`config.mk`:
```
export PLATFORM = sky130hd
export DESIGN_NAME = thrust_input_cond
export DESIGN_NICKNAME = d
export VERILOG_FILES = /design/src/rtl/thrust_input_cond.sv
export SDC_FILE = /design/constraint.sdc
export NUM_CORES = 1
export LEC_CHECK = 0
export BUFFER_PORTS_ARGS = -buffer_cell sky130_fd_sc_hd__buf_4
export CAP_MARGIN = 20
export CORE_MARGIN = 3
export CORE_UTILIZATION = 55
export DETAILED_ROUTE_END_ITERATION = 10
export PLACE_DENSITY = 0.78
export SETUP_SLACK_MARGIN = 0.1
export SYNTH_ARGS = -nofsm -noshare
export SYNTH_HDL_FRONTEND = slang
export SYNTH_SLANG_ARGS = --single-unit
```
`constraint.sdc`:
```
create_clock -name clk_25 -period 2.7 [get_ports clk_25]
set_input_delay 0.27 -clock clk_25 [delete_from_list [all_inputs] [get_ports clk_25]]
set_output_delay 0.27 -clock clk_25 [all_outputs]
set_load 0.02 [all_outputs]
```
`src/rtl/thrust_input_cond.sv`:
```
// Thrust/rotation input conditioner feeding the lander core: analog stick or D-pad ramp to thrust, hysteretic turn requests.
// Optional build macro THRUST_SLEW_EN: analog thrust slews by SLEW_STEP per ramp tick instead of following the stick directly.
//
// state | meaning
// IDLE  | no rotate request
// LEFT  | rotate-left engaged, held until x rises above -TURN_OFF
// RIGHT | rotate-right engaged, held until x falls below TURN_OFF
module thrust_input_cond #(
   parameter int TICK_DIV   = 98425,
   parameter int MAX_THRUST = 254,
   parameter int TURN_ON    = 64,
   parameter int TURN_OFF   = 48,
   parameter int SLEW_STEP  = 8
) (
   input  logic       clk_25,
   input  logic       reset,
   input  logic [7:0] analog_y,
   input  logic [7:0] analog_x,
   input  logic       btn_up,
   input  logic       btn_down,
   input  logic       dpad_mode,
   output logic [7:0] thrust,
   output logic       turn_l,
   output logic       turn_r,
   output logic       tick
);

   localparam int CW = (TICK_DIV > 1) ? $clog2(TICK_DIV) : 1;
   localparam logic [CW-1:0]     CNT_LAST = CW'(TICK_DIV - 1);
   localparam logic [7:0]        THR_MAX  = 8'(MAX_THRUST);
   localparam logic signed [8:0] ON_P     = 9'(TURN_ON);
   localparam logic signed [8:0] ON_N     = 9'(-TURN_ON);
   localparam logic signed [8:0] OFF_P    = 9'(TURN_OFF);
   localparam logic signed [8:0] OFF_N    = 9'(-TURN_OFF);

   if (TURN_OFF >= TURN_ON) begin : g_bad_hyst
      $error("thrust_input_cond: TURN_OFF must be below TURN_ON");
   end
   if (SLEW_STEP < 1 || SLEW_STEP > MAX_THRUST) begin : g_bad_step
      $error("thrust_input_cond: SLEW_STEP out of range");
   end

   typedef enum logic [1:0] {
      IDLE  = 2'd0,
      LEFT  = 2'd1,
      RIGHT = 2'd2
   } turn_state_t;

   logic [CW-1:0]     presc;
   logic [7:0]        acc;
   logic signed [8:0] y9;
   logic signed [8:0] raw9;
   logic signed [8:0] x9;
   logic [7:0]        target;
   logic [7:0]        analog_next;
   turn_state_t       state;
   turn_state_t       state_next;

   // Ramp prescaler: tick fires the cycle after the count reaches its last value.
   always_ff @(posedge clk_25) begin
      if (reset) begin
         presc <= '0;
         tick  <= 1'b0;
      end else begin
         tick  <= (presc == CNT_LAST);
         presc <= (presc == CNT_LAST) ? '0 : presc + CW'(1);
      end
   end

   assign y9     = {analog_y[7], analog_y};
   assign raw9   = 9'sd127 - y9;
   assign target = ($unsigned(raw9) > {1'b0, THR_MAX}) ? THR_MAX : raw9[7:0];

   always_ff @(posedge clk_25) begin
      if (reset) begin
         acc <= 8'd0;
      end else if (tick) begin
         if (btn_up && !btn_down && (acc < THR_MAX)) begin
            acc <= acc + 8'd1;
         end else if (btn_down && !btn_up && (acc != 8'd0)) begin
            acc <= acc - 8'd1;
         end
      end
   end

`ifdef THRUST_SLEW_EN
   localparam logic [7:0] STEP = 8'(SLEW_STEP);

   // Step toward target, landing exactly on it when the remaining gap is small.
   always_comb begin
      analog_next = thrust;
      if (tick) begin
         if (target > thrust) begin
            analog_next = ((target - thrust) > STEP) ? thrust + STEP : target;
         end else if (target < thrust) begin
            analog_next = ((thrust - target) > STEP) ? thrust - STEP : target;
         end
      end
   end
`else
   assign analog_next = target;
`endif

   always_ff @(posedge clk_25) begin
      if (reset) begin
         thrust <= 8'd0;
      end else begin
         thrust <= dpad_mode ? acc : analog_next;
      end
   end

   assign x9 = {analog_x[7], analog_x};

   always_ff @(posedge clk_25) begin
      if (reset) begin
         state <= IDLE;
      end else begin
         state <= state_next;
      end
   end

   // Strict compares keep exact-threshold inputs from switching; no LEFT<->RIGHT shortcut.
   always_comb begin
      state_next = state;
      case (state)
         IDLE: begin
            if (x9 < ON_N) begin
               state_next = LEFT;
            end else if (x9 > ON_P) begin
               state_next = RIGHT;
            end
         end
         LEFT: begin
            if (x9 > OFF_N) begin
               state_next = IDLE;
            end
         end
         RIGHT: begin
            if (x9 < OFF_P) begin
               state_next = IDLE;
            end
         end
         default: state_next = IDLE;
      endcase
   end

   always_ff @(posedge clk_25) begin
      if (reset) begin
         turn_l <= 1'b0;
         turn_r <= 1'b0;
      end else begin
         turn_l <= (state_next == LEFT);
         turn_r <= (state_next == RIGHT);
      end
   end

endmodule

```
==> run_results.csv <==
group,metric,value,unit
run_status,status,"complete, no violations",
floorplanning,dieHeight,65.0,um
power,clkPwrFrac,31.8,%
worst_setup_path,cpLargestDelayFamily,"compound AO/OA/AOI/OAI gates",
floorplanning,dieArea,4230,um^2
route,viasPerCell,5.27,
placed_design,port_buffers,31,
worst_setup_path,cp_cell_sequence,"and4_1, a41oi_1, inv_1, fa_1, a211oi_1, nor2_1, mux2i_1, a31o_2, a21oi_1",
logic_synthesis,syn_area_per_cell,8.60,um^2
power,p_seq_share,57.8,%
logic_synthesis,synthDistinctLibCells,40,
global_route,grt_pass1_vias,1486,
worst_setup_path,end_kind,"flip-flop",
logic_synthesis,synth_seq_cells,38,
global_route,grt_overflow,0,
worst_setup_path,cp-start-kind,"flip-flop",
sta,setup_slack,0.326,ns
logic_synthesis,netlist_instances,223,
placed_design,place_ws,0.315,ns
placed_design,hpwlAfterDp,2720,um
floorplanning,std_cell_rows,20,
sta,skew,0.00424,ns
sta,tightest_slew,0.508,ns
clocking,cts_sinks,38,
worst_setup_path,cp_num_buf_inv,1,
floorplanning,io_pins,32,
global_route,antenna_found_initial,0,
logic_synthesis,synth_edf_count,0,
finish,nets,288,
route,drc,0,
clocking,clk_latency,0.35,ns
min_path,hold_class,"in -> reg",
sta,relSlewSlack,65.6,%
sta,period_needed,2.37,ns
logic_synthesis,synthFlopType,"dfxtp_1",
clocking,cts_max_path_buffers,2,
clocking,clk_pin_slew,0.11,ns
global_route,grt_pass1_wl,6320,um
clocking,cts_tree,"done",
clocking,root_buffer,"clkbuf_4",
power,vdd_ir_drop_max,0.346,mV
floorplanning,start_util,60.3,%
route,totalWireLength,3670,um
worst_setup_path,critPathMaxStageDelay,0.46,ns
sta,fmax,0.421,GHz
floorplanning,die_width,65.0,um
sta,rsz0062_at_grt,"false",
finish,n_antenna_cell,0,
global_route,grt_max_degree,21,
logic_synthesis,ys_warn_count,0,
power,p_comb_share,10.4,%
sta,setup_tns,0,ns
worst_setup_path,cp_slowest_cell,"fa_1",
clocking,htreeDepth,2,
flow_run,drv_cap,0,
logic_synthesis,synthArstFlopShare,0,%
clocking,cts_buffers,5,
route,wl_per_cell,12.1,um
sta,hold_viol,0,
route,dr.pass1.iters,4,
worst_setup_path,arrival,2.66,ns
logic_synthesis,seq_area_frac_synth,39.7,%
placed_design,gp_congestion,0.929,
power,p_sw_share,25.4,%
finish,final_common_cell,"nor2_1",
sta,slew_violations,0,
worst_setup_path,path_class,"reg -> reg",
route,drt_iter0_markers,132,
sta,finalSetupViolCount,0,
sta,hold_slack,0.104,ns
logic_synthesis,syn_nets,253,
logic_synthesis,syn-cell-area,1920,um^2
route,ant_nets,0,
power,p_leak,0.939,nW
worst_setup_path,path_max_fanout,7,
sta,fin_crit_sh,87.9,%
route,vias,1597,
finish,areaGrowthSynthToFinish,17.7,%
power,p_sw,0.254,mW
global_route,track_usage,19.4,%
floorplanning,coreArea,3180,um^2
power,p_int,0.746,mW
worst_setup_path,critical_path_required,2.99,ns
finish,most-common-layout-cells,"nor2_1 (41), dfxtp_1 (38), buf_4 (36), a21oi_1 (16)",
power,p_per_area,443,nW/um^2
finish,drive_above_1_share,22.4,%
## synthesized netlist by cell type (all sizes together), types with 2 or more instances
cell type	n	area (um^2)
a21oi	16	80.1
nor4	6	43.8
a31o	2	17.5
nand3b	4	30.0
a21o	2	15.0
xnor2	5	43.8
nand4	3	18.8
mux2i	7	70.1
dfxtp	38	761
buf	4	40.0
xor2	13	114
a31oi	2	12.5
nor3	2	10.0
nand2b	3	18.8
nand2	13	48.8
ha	8	100
a211oi	5	37.5
o21ai	5	25.0
inv	7	26.3
nor2	51	216
nor2b	4	25.0
or4	2	15.0
clkbuf	4	15.0
and4	2	17.5
nand3	5	25.0
## flip-flops by register name (all words and copies together), names as in the netlist
| signal | count |
|---|---|
| turn_l | 1 |
| presc | 17 |
| state | 2 |
| turn_r | 1 |
| tick | 1 |
| acc | 8 |
| thrust | 8 |
## stage by stage
stage | cell area [um^2] | util (%) | total power, mW | std cells
2_1_floorplan | 1920 | - | 0.655 | 223
3_3_place_gp | 2190 | 68.8 | 0.694 | 295
3_5_place_dp | 2190 | 68.8 | 0.695 | 295
4_1_cts | 2250 | 70.8 | 1.01 | 303
5_1_grt | 2260 | 71.0 | 1.04 | 303
6_report | 2260 | 71.0 | 1.00 | 303
## cells by family after synthesis
kind of cell	Yosys count	synth area share [%]
simple gates	100	26.4
mux	7	3.66
flops	38	39.7
fa+ha+maj	9	6.27
buf+inv	15	4.24
compound gates	36	11.5
xor+xnor	18	8.22
## per-layer routing
layer / wire length, um / vias up / global-route usage (%)
met2: 1490 / 50 / 29.6
met3: 276 / 5 / 6.41
met1: 1840 / 702 / 25.0
li1: - / 840 / -
met5: 0 / - / 0
met4: 58 / 0 / 8.55
## worst paths after layout
check,start,to,slack (ns),cells past startpoint
worst max-delay path,acc[6],acc[6],0.33,9
worst min-delay path,analog_x[6],turn_l,0.10,2
worst max register to register,acc[6],acc[6],0.33,9
worst min register to register,presc[0],presc[0],0.49,1
## what timing repair did
item	4_1_cts	5_1_grt
setup buffers	0	0
hold endpoints to repair	0	0
hold buffers	0	0
resized for setup	0	1
setup endpoints to repair	0	1
## power groups by stage
stage,clock network (mW),registers [mW],logic (mW)
after floorplan,0,0.597,0.0576
after global placement,0,0.590,0.104
after detailed placement,0,0.591,0.104
after CTS,0.327,0.578,0.104
after global routing,0.344,0.580,0.117
final,0.318,0.578,0.104
## final cells by class
class                      count  area [um^2]
inverter                       7         26.3
clock inverter                 2         12.5
fill                         274          922
clock buffer                   6         51.3
multi-input combinational    170         1080
tap                           44         55.1
sequential                    38          761
timing repair buffer          36          270
No activity file was read; power rests on OpenSTA's default activity.
